`src/rtl/ctrl_pkg.sv`:
```
// Shared encodings for the multicycle control unit and the datapath top that consumes its selects.
package ctrl_pkg;

    typedef enum logic [4:0] {
        RST_SP, FETCH, MEM_WAIT, IR_LOAD, DECODE,
        R_EXEC, R_WB, I_EXEC, I_WB,
        ADDR, SW_MEM, LW_MEM, LW_WAIT, LW_MDR, LW_WB,
        BR, JMP, EXC_EPC, EXC_VEC
    } state_t;

    localparam logic [5:0] OP_RTYPE = 6'h00;
    localparam logic [5:0] OP_ADDI  = 6'h08;
    localparam logic [5:0] OP_LW    = 6'h23;
    localparam logic [5:0] OP_SW    = 6'h2B;
    localparam logic [5:0] OP_BEQ   = 6'h04;
    localparam logic [5:0] OP_BNE   = 6'h05;
    localparam logic [5:0] OP_J     = 6'h02;

    localparam logic [5:0] FN_ADD = 6'h20;
    localparam logic [5:0] FN_SUB = 6'h22;
    localparam logic [5:0] FN_AND = 6'h24;

    localparam logic [2:0] ULA_PASS = 3'b000;
    localparam logic [2:0] ULA_ADD  = 3'b001;
    localparam logic [2:0] ULA_SUB  = 3'b010;
    localparam logic [2:0] ULA_AND  = 3'b011;
    localparam logic [2:0] ULA_CMP  = 3'b111;

    localparam logic [1:0] MEM_PC     = 2'd0;
    localparam logic [1:0] MEM_ALUOUT = 2'd1;

    localparam logic [1:0] WR_RT = 2'd0;
    localparam logic [1:0] WR_RD = 2'd1;
    localparam logic [1:0] WR_SP = 2'd3;

    localparam logic [2:0] WD_ALUOUT  = 3'd0;
    localparam logic [2:0] WD_MDR     = 3'd1;
    localparam logic [2:0] WD_SP_INIT = 3'd2;

    localparam logic       ULA_A_PC  = 1'b0;
    localparam logic       ULA_A_REG = 1'b1;

    localparam logic [1:0] ULA_B_REG    = 2'd0;
    localparam logic [1:0] ULA_B_FOUR   = 2'd1;
    localparam logic [1:0] ULA_B_SEXT   = 2'd2;
    localparam logic [1:0] ULA_B_BRANCH = 2'd3;

    localparam logic [1:0] PC_ULA    = 2'd0;
    localparam logic [1:0] PC_ALUOUT = 2'd1;
    localparam logic [1:0] PC_JUMP   = 2'd2;
    localparam logic [1:0] PC_EXC    = 2'd3;

    localparam logic EXC_INVALID  = 1'b0;
    localparam logic EXC_OVERFLOW = 1'b1;

    typedef struct packed {
        logic       pc_w;
        logic       mem_w;
        logic       ir_w;
        logic       rb_w;
        logic       ab_w;
        logic       alu_out_w;
        logic       mdr_w;
        logic       epc_w;
        logic [2:0] ula_c;
        logic [1:0] m_mem;
        logic [1:0] m_writereg;
        logic [2:0] m_wdata;
        logic       m_ula_a;
        logic [1:0] m_ula_b;
        logic [1:0] m_pc;
    } ctrl_out_t;

    function automatic logic funct_valid(input logic [5:0] f);
        return (f == FN_ADD) || (f == FN_SUB) || (f == FN_AND);
    endfunction

endpackage

```
`src/rtl/ctrl_if.sv`:
```
// Control bundle between ctrl_unit (master) and the datapath (slave): IR fields and ULA flags in, enables and selects out.
interface ctrl_if;
    logic [5:0] opcode;
    logic [5:0] funct;
    logic       of;
    logic       eq;
    logic       pc_w;
    logic       mem_w;
    logic       ir_w;
    logic       rb_w;
    logic       ab_w;
    logic       alu_out_w;
    logic       mdr_w;
    logic       epc_w;
    logic [2:0] ula_c;
    logic [1:0] m_mem;
    logic [1:0] m_writereg;
    logic [2:0] m_wdata;
    logic       m_ula_a;
    logic [1:0] m_ula_b;
    logic [1:0] m_pc;
    logic       exc_cause;

    modport master (
        input  opcode, funct, of, eq,
        output pc_w, mem_w, ir_w, rb_w, ab_w, alu_out_w, mdr_w, epc_w,
               ula_c, m_mem, m_writereg, m_wdata, m_ula_a, m_ula_b, m_pc, exc_cause
    );

    modport slave (
        output opcode, funct, of, eq,
        input  pc_w, mem_w, ir_w, rb_w, ab_w, alu_out_w, mdr_w, epc_w,
               ula_c, m_mem, m_writereg, m_wdata, m_ula_a, m_ula_b, m_pc, exc_cause
    );
endinterface

```
`src/rtl/ctrl_out_dec.sv`:
```
// Purpose: maps FSM state (plus funct in R_EXEC) to the datapath control bundle.
// Latency: purely combinational, zero cycles.
// Backpressure: none; the branch pc_w qualification is applied by the parent.
module ctrl_out_dec
    import ctrl_pkg::*;
(
    input  state_t     state,
    input  logic [5:0] funct,
    output ctrl_out_t  out
);

    always_comb begin
        out = '0;
        case (state)
            RST_SP: begin
                out.rb_w       = 1'b1;
                out.m_writereg = WR_SP;
                out.m_wdata    = WD_SP_INIT;
            end
            FETCH: begin
                out.m_mem   = MEM_PC;
                out.m_ula_a = ULA_A_PC;
                out.m_ula_b = ULA_B_FOUR;
                out.ula_c   = ULA_ADD;
                out.pc_w    = 1'b1;
                out.m_pc    = PC_ULA;
            end
            IR_LOAD: out.ir_w = 1'b1;
            DECODE: begin
                out.ab_w      = 1'b1;
                out.m_ula_a   = ULA_A_PC;
                out.m_ula_b   = ULA_B_BRANCH;
                out.ula_c     = ULA_ADD;
                out.alu_out_w = 1'b1;
            end
            R_EXEC: begin
                out.m_ula_a   = ULA_A_REG;
                out.m_ula_b   = ULA_B_REG;
                out.alu_out_w = 1'b1;
                case (funct)
                    FN_ADD:  out.ula_c = ULA_ADD;
                    FN_SUB:  out.ula_c = ULA_SUB;
                    FN_AND:  out.ula_c = ULA_AND;
                    default: out.ula_c = ULA_PASS;
                endcase
            end
            I_EXEC, ADDR: begin
                out.m_ula_a   = ULA_A_REG;
                out.m_ula_b   = ULA_B_SEXT;
                out.ula_c     = ULA_ADD;
                out.alu_out_w = 1'b1;
            end
            R_WB: begin
                out.rb_w       = 1'b1;
                out.m_writereg = WR_RD;
                out.m_wdata    = WD_ALUOUT;
            end
            I_WB: begin
                out.rb_w       = 1'b1;
                out.m_writereg = WR_RT;
                out.m_wdata    = WD_ALUOUT;
            end
            SW_MEM: begin
                out.m_mem = MEM_ALUOUT;
                out.mem_w = 1'b1;
            end
            LW_MEM: out.m_mem = MEM_ALUOUT;
            LW_MDR: out.mdr_w = 1'b1;
            LW_WB: begin
                out.rb_w       = 1'b1;
                out.m_writereg = WR_RT;
                out.m_wdata    = WD_MDR;
            end
            BR: begin
                out.m_ula_a = ULA_A_REG;
                out.m_ula_b = ULA_B_REG;
                out.ula_c   = ULA_CMP;
                out.m_pc    = PC_ALUOUT;
            end
            JMP: begin
                out.pc_w = 1'b1;
                out.m_pc = PC_JUMP;
            end
`ifdef CTRL_EXC_EN
            EXC_EPC: begin
                out.m_ula_a = ULA_A_PC;
                out.m_ula_b = ULA_B_FOUR;
                out.ula_c   = ULA_SUB;
                out.epc_w   = 1'b1;
            end
            EXC_VEC: begin
                out.pc_w = 1'b1;
                out.m_pc = PC_EXC;
            end
`endif
            default: ;
        endcase
    end

endmodule

```
`src/rtl/ctrl_unit.sv`:
```
// Purpose: multicycle Moore control FSM for the MIPS-subset datapath; CTRL_EXC_EN builds the EPC/vector exception path.
// Latency: outputs decode the registered state; only BR pc_w also looks at eq in the same cycle.
// Backpressure: none; fixed cycle counts per instruction class, memory latency is a fixed wait state.
module ctrl_unit
    import ctrl_pkg::*;
(
    input  logic   clk,
    input  logic   reset,
    ctrl_if.master bus
);

    state_t    state;
    state_t    state_eff;
    ctrl_out_t dec_out;
    logic      br_take;

    // Reset shows RST_SP outputs immediately, not only after the first edge.
    assign state_eff = reset ? RST_SP : state;

    ctrl_out_dec u_dec (
        .state (state_eff),
        .funct (bus.funct),
        .out   (dec_out)
    );

    assign br_take = (bus.opcode == OP_BEQ) ? bus.eq : !bus.eq;

    assign bus.pc_w       = (state_eff == BR) ? br_take : dec_out.pc_w;
    assign bus.mem_w      = dec_out.mem_w;
    assign bus.ir_w       = dec_out.ir_w;
    assign bus.rb_w       = dec_out.rb_w;
    assign bus.ab_w       = dec_out.ab_w;
    assign bus.alu_out_w  = dec_out.alu_out_w;
    assign bus.mdr_w      = dec_out.mdr_w;
    assign bus.epc_w      = dec_out.epc_w;
    assign bus.ula_c      = dec_out.ula_c;
    assign bus.m_mem      = dec_out.m_mem;
    assign bus.m_writereg = dec_out.m_writereg;
    assign bus.m_wdata    = dec_out.m_wdata;
    assign bus.m_ula_a    = dec_out.m_ula_a;
    assign bus.m_ula_b    = dec_out.m_ula_b;
    assign bus.m_pc       = dec_out.m_pc;

`ifdef CTRL_EXC_EN
    logic exc_cause_q;
    assign bus.exc_cause = exc_cause_q & ~reset;
`else
    logic unused_of;
    assign unused_of     = bus.of;
    assign bus.exc_cause = 1'b0;
`endif

    always_ff @(posedge clk) begin
        if (reset) begin
            state <= RST_SP;
`ifdef CTRL_EXC_EN
            exc_cause_q <= 1'b0;
`endif
        end else begin
            case (state)
                RST_SP:   state <= FETCH;
                FETCH:    state <= MEM_WAIT;
                MEM_WAIT: state <= IR_LOAD;
                IR_LOAD:  state <= DECODE;
                DECODE: begin
                    case (bus.opcode)
                        OP_RTYPE:     state <= R_EXEC;
                        OP_ADDI:      state <= I_EXEC;
                        OP_LW, OP_SW: state <= ADDR;
                        OP_BEQ, OP_BNE: state <= BR;
                        OP_J:         state <= JMP;
                        default: begin
`ifdef CTRL_EXC_EN
                            state       <= EXC_EPC;
                            exc_cause_q <= EXC_INVALID;
`else
                            state       <= FETCH;
`endif
                        end
                    endcase
                end
                R_EXEC: begin
                    if (!funct_valid(bus.funct)) begin
`ifdef CTRL_EXC_EN
                        state       <= EXC_EPC;
                        exc_cause_q <= EXC_INVALID;
`else
                        state       <= FETCH;
`endif
                    end
`ifdef CTRL_EXC_EN
                    else if (bus.of) begin
                        state       <= EXC_EPC;
                        exc_cause_q <= EXC_OVERFLOW;
                    end
`endif
                    else begin
                        state <= R_WB;
                    end
                end
                I_EXEC: begin
`ifdef CTRL_EXC_EN
                    if (bus.of) begin
                        state       <= EXC_EPC;
                        exc_cause_q <= EXC_OVERFLOW;
                    end else begin
                        state <= I_WB;
                    end
`else
                    state <= I_WB;
`endif
                end
                ADDR:    state <= (bus.opcode == OP_LW) ? LW_MEM : SW_MEM;
                LW_MEM:  state <= LW_WAIT;
                LW_WAIT: state <= LW_MDR;
                LW_MDR:  state <= LW_WB;
`ifdef CTRL_EXC_EN
                EXC_EPC: state <= EXC_VEC;
`endif
                default: state <= FETCH;
            endcase
        end
    end

endmodule

```
`src/flat_wrapper.sv`:
```
// flat-port wrapper written by rule: the top's interface ports become plain ports
module ctrl_unit_flat import ctrl_pkg::*;
  (clk, reset, bus_opcode, bus_funct, bus_of, bus_eq, bus_pc_w, bus_mem_w, bus_ir_w, bus_rb_w, bus_ab_w, bus_alu_out_w, bus_mdr_w, bus_epc_w, bus_ula_c, bus_m_mem, bus_m_writereg, bus_m_wdata, bus_m_ula_a, bus_m_ula_b, bus_m_pc, bus_exc_cause);
  ctrl_if bus_i ();
  input  logic clk;
  input  logic reset;
  input wire logic [$bits(bus_i.opcode)-1:0] bus_opcode;
  input wire logic [$bits(bus_i.funct)-1:0] bus_funct;
  input wire logic [$bits(bus_i.of)-1:0] bus_of;
  input wire logic [$bits(bus_i.eq)-1:0] bus_eq;
  output wire logic [$bits(bus_i.pc_w)-1:0] bus_pc_w;
  output wire logic [$bits(bus_i.mem_w)-1:0] bus_mem_w;
  output wire logic [$bits(bus_i.ir_w)-1:0] bus_ir_w;
  output wire logic [$bits(bus_i.rb_w)-1:0] bus_rb_w;
  output wire logic [$bits(bus_i.ab_w)-1:0] bus_ab_w;
  output wire logic [$bits(bus_i.alu_out_w)-1:0] bus_alu_out_w;
  output wire logic [$bits(bus_i.mdr_w)-1:0] bus_mdr_w;
  output wire logic [$bits(bus_i.epc_w)-1:0] bus_epc_w;
  output wire logic [$bits(bus_i.ula_c)-1:0] bus_ula_c;
  output wire logic [$bits(bus_i.m_mem)-1:0] bus_m_mem;
  output wire logic [$bits(bus_i.m_writereg)-1:0] bus_m_writereg;
  output wire logic [$bits(bus_i.m_wdata)-1:0] bus_m_wdata;
  output wire logic [$bits(bus_i.m_ula_a)-1:0] bus_m_ula_a;
  output wire logic [$bits(bus_i.m_ula_b)-1:0] bus_m_ula_b;
  output wire logic [$bits(bus_i.m_pc)-1:0] bus_m_pc;
  output wire logic [$bits(bus_i.exc_cause)-1:0] bus_exc_cause;
  assign bus_i.opcode = bus_opcode;
  assign bus_i.funct = bus_funct;
  assign bus_i.of = bus_of;
  assign bus_i.eq = bus_eq;
  assign bus_pc_w = bus_i.pc_w;
  assign bus_mem_w = bus_i.mem_w;
  assign bus_ir_w = bus_i.ir_w;
  assign bus_rb_w = bus_i.rb_w;
  assign bus_ab_w = bus_i.ab_w;
  assign bus_alu_out_w = bus_i.alu_out_w;
  assign bus_mdr_w = bus_i.mdr_w;
  assign bus_epc_w = bus_i.epc_w;
  assign bus_ula_c = bus_i.ula_c;
  assign bus_m_mem = bus_i.m_mem;
  assign bus_m_writereg = bus_i.m_writereg;
  assign bus_m_wdata = bus_i.m_wdata;
  assign bus_m_ula_a = bus_i.m_ula_a;
  assign bus_m_ula_b = bus_i.m_ula_b;
  assign bus_m_pc = bus_i.m_pc;
  assign bus_exc_cause = bus_i.exc_cause;
  ctrl_unit u_core (.clk(clk), .reset(reset), .bus(bus_i));
endmodule
```
`config.mk`:
```
export PLATFORM = sky130hd
export DESIGN_NAME = ctrl_unit_flat
export DESIGN_NICKNAME = d
export VERILOG_FILES = /design/src/rtl/ctrl_pkg.sv /design/src/rtl/ctrl_if.sv /design/src/rtl/ctrl_out_dec.sv /design/src/rtl/ctrl_unit.sv /design/src/flat_wrapper.sv
export SDC_FILE = /design/constraint.sdc
export NUM_CORES = 1
export LEC_CHECK = 0
export BUFFER_PORTS_ARGS = -buffer_cell sky130_fd_sc_hd__buf_4
export CAP_MARGIN = 0
export CELL_PAD_IN_SITES_DETAIL_PLACEMENT = 1
export CELL_PAD_IN_SITES_GLOBAL_PLACEMENT = 2
export CORE_MARGIN = 2
export CORE_UTILIZATION = 23
export DETAILED_ROUTE_END_ITERATION = 12
export GPL_TIMING_DRIVEN = 1
export PLACE_DENSITY = 0.89
export SYNTH_ARGS = -nofsm -noshare
export SYNTH_HDL_FRONTEND = slang
export SYNTH_HIERARCHICAL = 1
export SYNTH_SLANG_ARGS = --single-unit
```
`constraint.sdc`:
```
create_clock -name clk -period 1.6 [get_ports clk]
set_input_delay 0.08 -clock clk [delete_from_list [all_inputs] [get_ports clk]]
set_output_delay 0.08 -clock clk [all_outputs]
set_load 0.01 [all_outputs]
```
==> qor.yml <==
route:
  wl_mm: 2.888
  first_pass_iters: 4
  drtIter0Drc: 25
  ant_nets: 0
  drcViolationCount: 0
  num_vias: 1035
  wl_per_cell_um: 13.56
  vias_per_cell: 4.859
die:
  fp.dieH_um: 64.91
  io_pins: 40
  num_rows: 22
  die_w_um: 64.91
  start_util: 0.2366
  dieArea_mm2: 0.004213
  coreArea_mm2: 0.003606
finish:
  finalNonFillerCells: 213
  fin_util: 0.3907
  layout_commonest_cell: "buf_4"
  regMostFlops: "u_core/state"
  reg_top3: "u_core/state x5"
  area_growth_pct: 65.10
  fin_nets: 182
  final_cell_mix: "buf_4, nor2_1, nand2_1, a21oi_1, nor3_1"
  largest_reg_flops: 5
  antennaDiodeCount: 0
  drive_above_1_share: 0.5030
clock_network:
  cts_tree: "built"
  cts_buffers: 3
  h-tree-depth: 1
  clk_path_buf_depth: 2
  cts_sinks: 5
  ctsHoldBuffers: 0
  insertion_delay_ps: 220
  clk_root_buffer_cell: "clkbuf_8"
  path_clk_slew_ps: 30
sta:
  slew_viol_final: 0
  hold_violations: 0
  finalSetupViolCount: 0
  whs_ps: 162.5
  clock.fmax_ghz: 0.6348
  period_needed_ps: 1575
  fin_skew_ps: 3.161
  final.period_utilization: 0.9845
  postLayoutSetupSlackWorst_ps: 24.77
  rsz0062_at_grt: "yes"
logic_synthesis:
  ys_warn_count: 6
  synth_area_um2: 853.3
  synth_cell_type_count: 40
  netlist_instances: 122
  ys_seq_area_frac: 0.1173
  ys_ff_latch: 5
  syn_area_per_cell_um2: 6.994
global_routing:
  grt_pass1_vias: 1024
  grt.total_usage: 0.1256
  gr-total-overflow: 0
  antenna_found_initial: 0
  grt_max_degree: 20
  grt_pass1_wl_mm: 4.416
worst_setup_path:
  endpoint_kind: "output pin"
  cp_max_fo: 10
  start_kind: "register"
  critPathKind: "register to output pin"
  cp.required_ps: 1520
  arrival_ps: 1500
power_and_ir_drop:
  p_clk_frac: 0.410
  power_uw: 562.5
  power_frac_seq: 0.238
  power_frac_comb: 0.352
  leakagePower_nw: 0.5463
  swShare: 0.2848
  power.density_mw_per_mm2: 399.3
  power_switching_uw: 160.2
  ir_drop_mv: 0.1979
  p_int_uw: 402.3
placed_design:
  place_inst: 202
  io_buffers: 34
  pre_cts_slack_ps: 122.0
  gp_congestion: 0.7657
  dp_hpwl_mm: 2.118
run:
  maxCapViolCount: 0
status:
  outcome: "finished clean"
hold_path:
  min_path_type: "primary input to register"
routing by layer:
| metal | GRT usage | routed length [um] | up-vias |
|---|---|---|---|
| met5 | 0 | 0 | - |
| met3 | 0.02431 | 147 | 4 |
| met2 | 0.2539 | 1588 | 29 |
| met4 | 0.01596 | 23 | 0 |
| met1 | 0.1352 | 1127 | 482 |
| li1 | - | - | 520 |
worst max-delay path, stage by stage (launching register included):
cell and delay, ps:
dfxtp_2 370, nor2b_2 260, buf_6 190, nor2_4 50, buf_4 120, nand3_1 70
o21ai_1 70, buf_4 140
timing repair:
action / in CTS / in global routing
gates resized for setup: 11 / 14
cloned: 0 / 0
pin swaps: 0 / 3
setup buffers: 0 / 7
endpoints found under the setup margin: 9 / 14
hold endpoints to repair: 0 / 0
logic make-up after synthesis:
group | after synthesis | synth area share
DFF | 5 | 0.1173
AOI/OAI and AO/OA | 21 | 0.1686
xor gates and xnor gates | 7 | 0.07185
and+or+nand+nor | 70 | 0.4956
muxes | 1 | 0.01320
buffers and inverters | 16 | 0.1246
other | 2 | 0.008801
final timing paths:
| path | start | cells after the start | slack [ps] | end |
|---|---|---|---|---|
| worst min register to register | u_core/state[4] | 2 | 590 | u_core/state[1] |
| worst max-delay path | u_core/state[4] | 7 | 20 | bus_alu_out_w |
| worst max register to register | u_core/state[1] | 5 | 190 | u_core/state[4] |
| worst min-delay path | reset | 2 | 160 | u_core/state[0] |
stage by stage:
stage | cell area [um^2] | TNS [ps]
after floorplan | 867.1 | 0
after global placement | 1200 | 0
after detailed placement | 1200 | 0
after CTS | 1284 | 0
after global routing | 1409 | -278.2
final | 1409 | 0
synthesized netlist by cell type:
| cell type | count | area [um^2] |
|---|---|---|
| a2111oi_2 | 1 | 15.01 |
| a211oi_2 | 1 | 12.51 |
| a21o_1 | 1 | 7.510 |
| a21oi_1 | 5 | 25.02 |
| a21oi_2 | 2 | 17.52 |
| a221oi_1 | 1 | 8.760 |
| a31oi_1 | 2 | 12.51 |
| and2b_1 | 3 | 22.52 |
| and3_1 | 1 | 6.260 |
| and4bb_2 | 1 | 12.51 |
| buf_2 | 1 | 5.000 |
| buf_4 | 10 | 75.07 |
| buf_6 | 1 | 11.26 |
| clkbuf_1 | 3 | 11.26 |
| conb_1 | 2 | 7.510 |
| dfxtp_1 | 5 | 100.1 |
| inv_1 | 1 | 3.750 |
| mux2_2 | 1 | 11.26 |
| nand2_1 | 9 | 33.78 |
| nand2b_1 | 4 | 25.02 |
| nand3_1 | 2 | 10.01 |
| nand4_1 | 3 | 18.77 |
| nand4b_1 | 3 | 26.28 |
| nor2_1 | 13 | 48.80 |
| nor2_4 | 1 | 11.26 |
| nor2b_1 | 6 | 37.54 |
| nor3_1 | 7 | 35.03 |
| nor3b_1 | 2 | 15.01 |
| nor3b_2 | 1 | 12.51 |
| nor4_1 | 6 | 37.54 |
| nor4b_1 | 5 | 43.79 |
| nor4bb_1 | 1 | 10.01 |
| o21ai_0 | 2 | 10.01 |
| o21ai_1 | 3 | 15.01 |
| o21bai_1 | 1 | 7.510 |
| o22ai_1 | 2 | 12.51 |
| or3_1 | 1 | 6.260 |
| or4b_1 | 1 | 10.01 |
| xnor2_1 | 5 | 43.79 |
| xor2_1 | 2 | 17.52 |
power groups by stage:
stage	clock, mW	combinational, mW	sequential [mW]
final	0.230	0.198	0.134
after global routing	0.243	0.215	0.135
after CTS	0.234	0.192	0.133
after detailed placement	0	0.185	0.135
after global placement	0	0.178	0.135
after floorplan	0	0.108	0.133
cell type report:
type	instances	area (um^2)
clock buffer	4	45.04
sequential	5	105.1
tap	48	60.06
inverter	1	3.754
multi-input combinational	103	747.0
timing repair buffer	52	447.9
fill	459	2197
No activity file was read; power rests on OpenSTA's default activity.
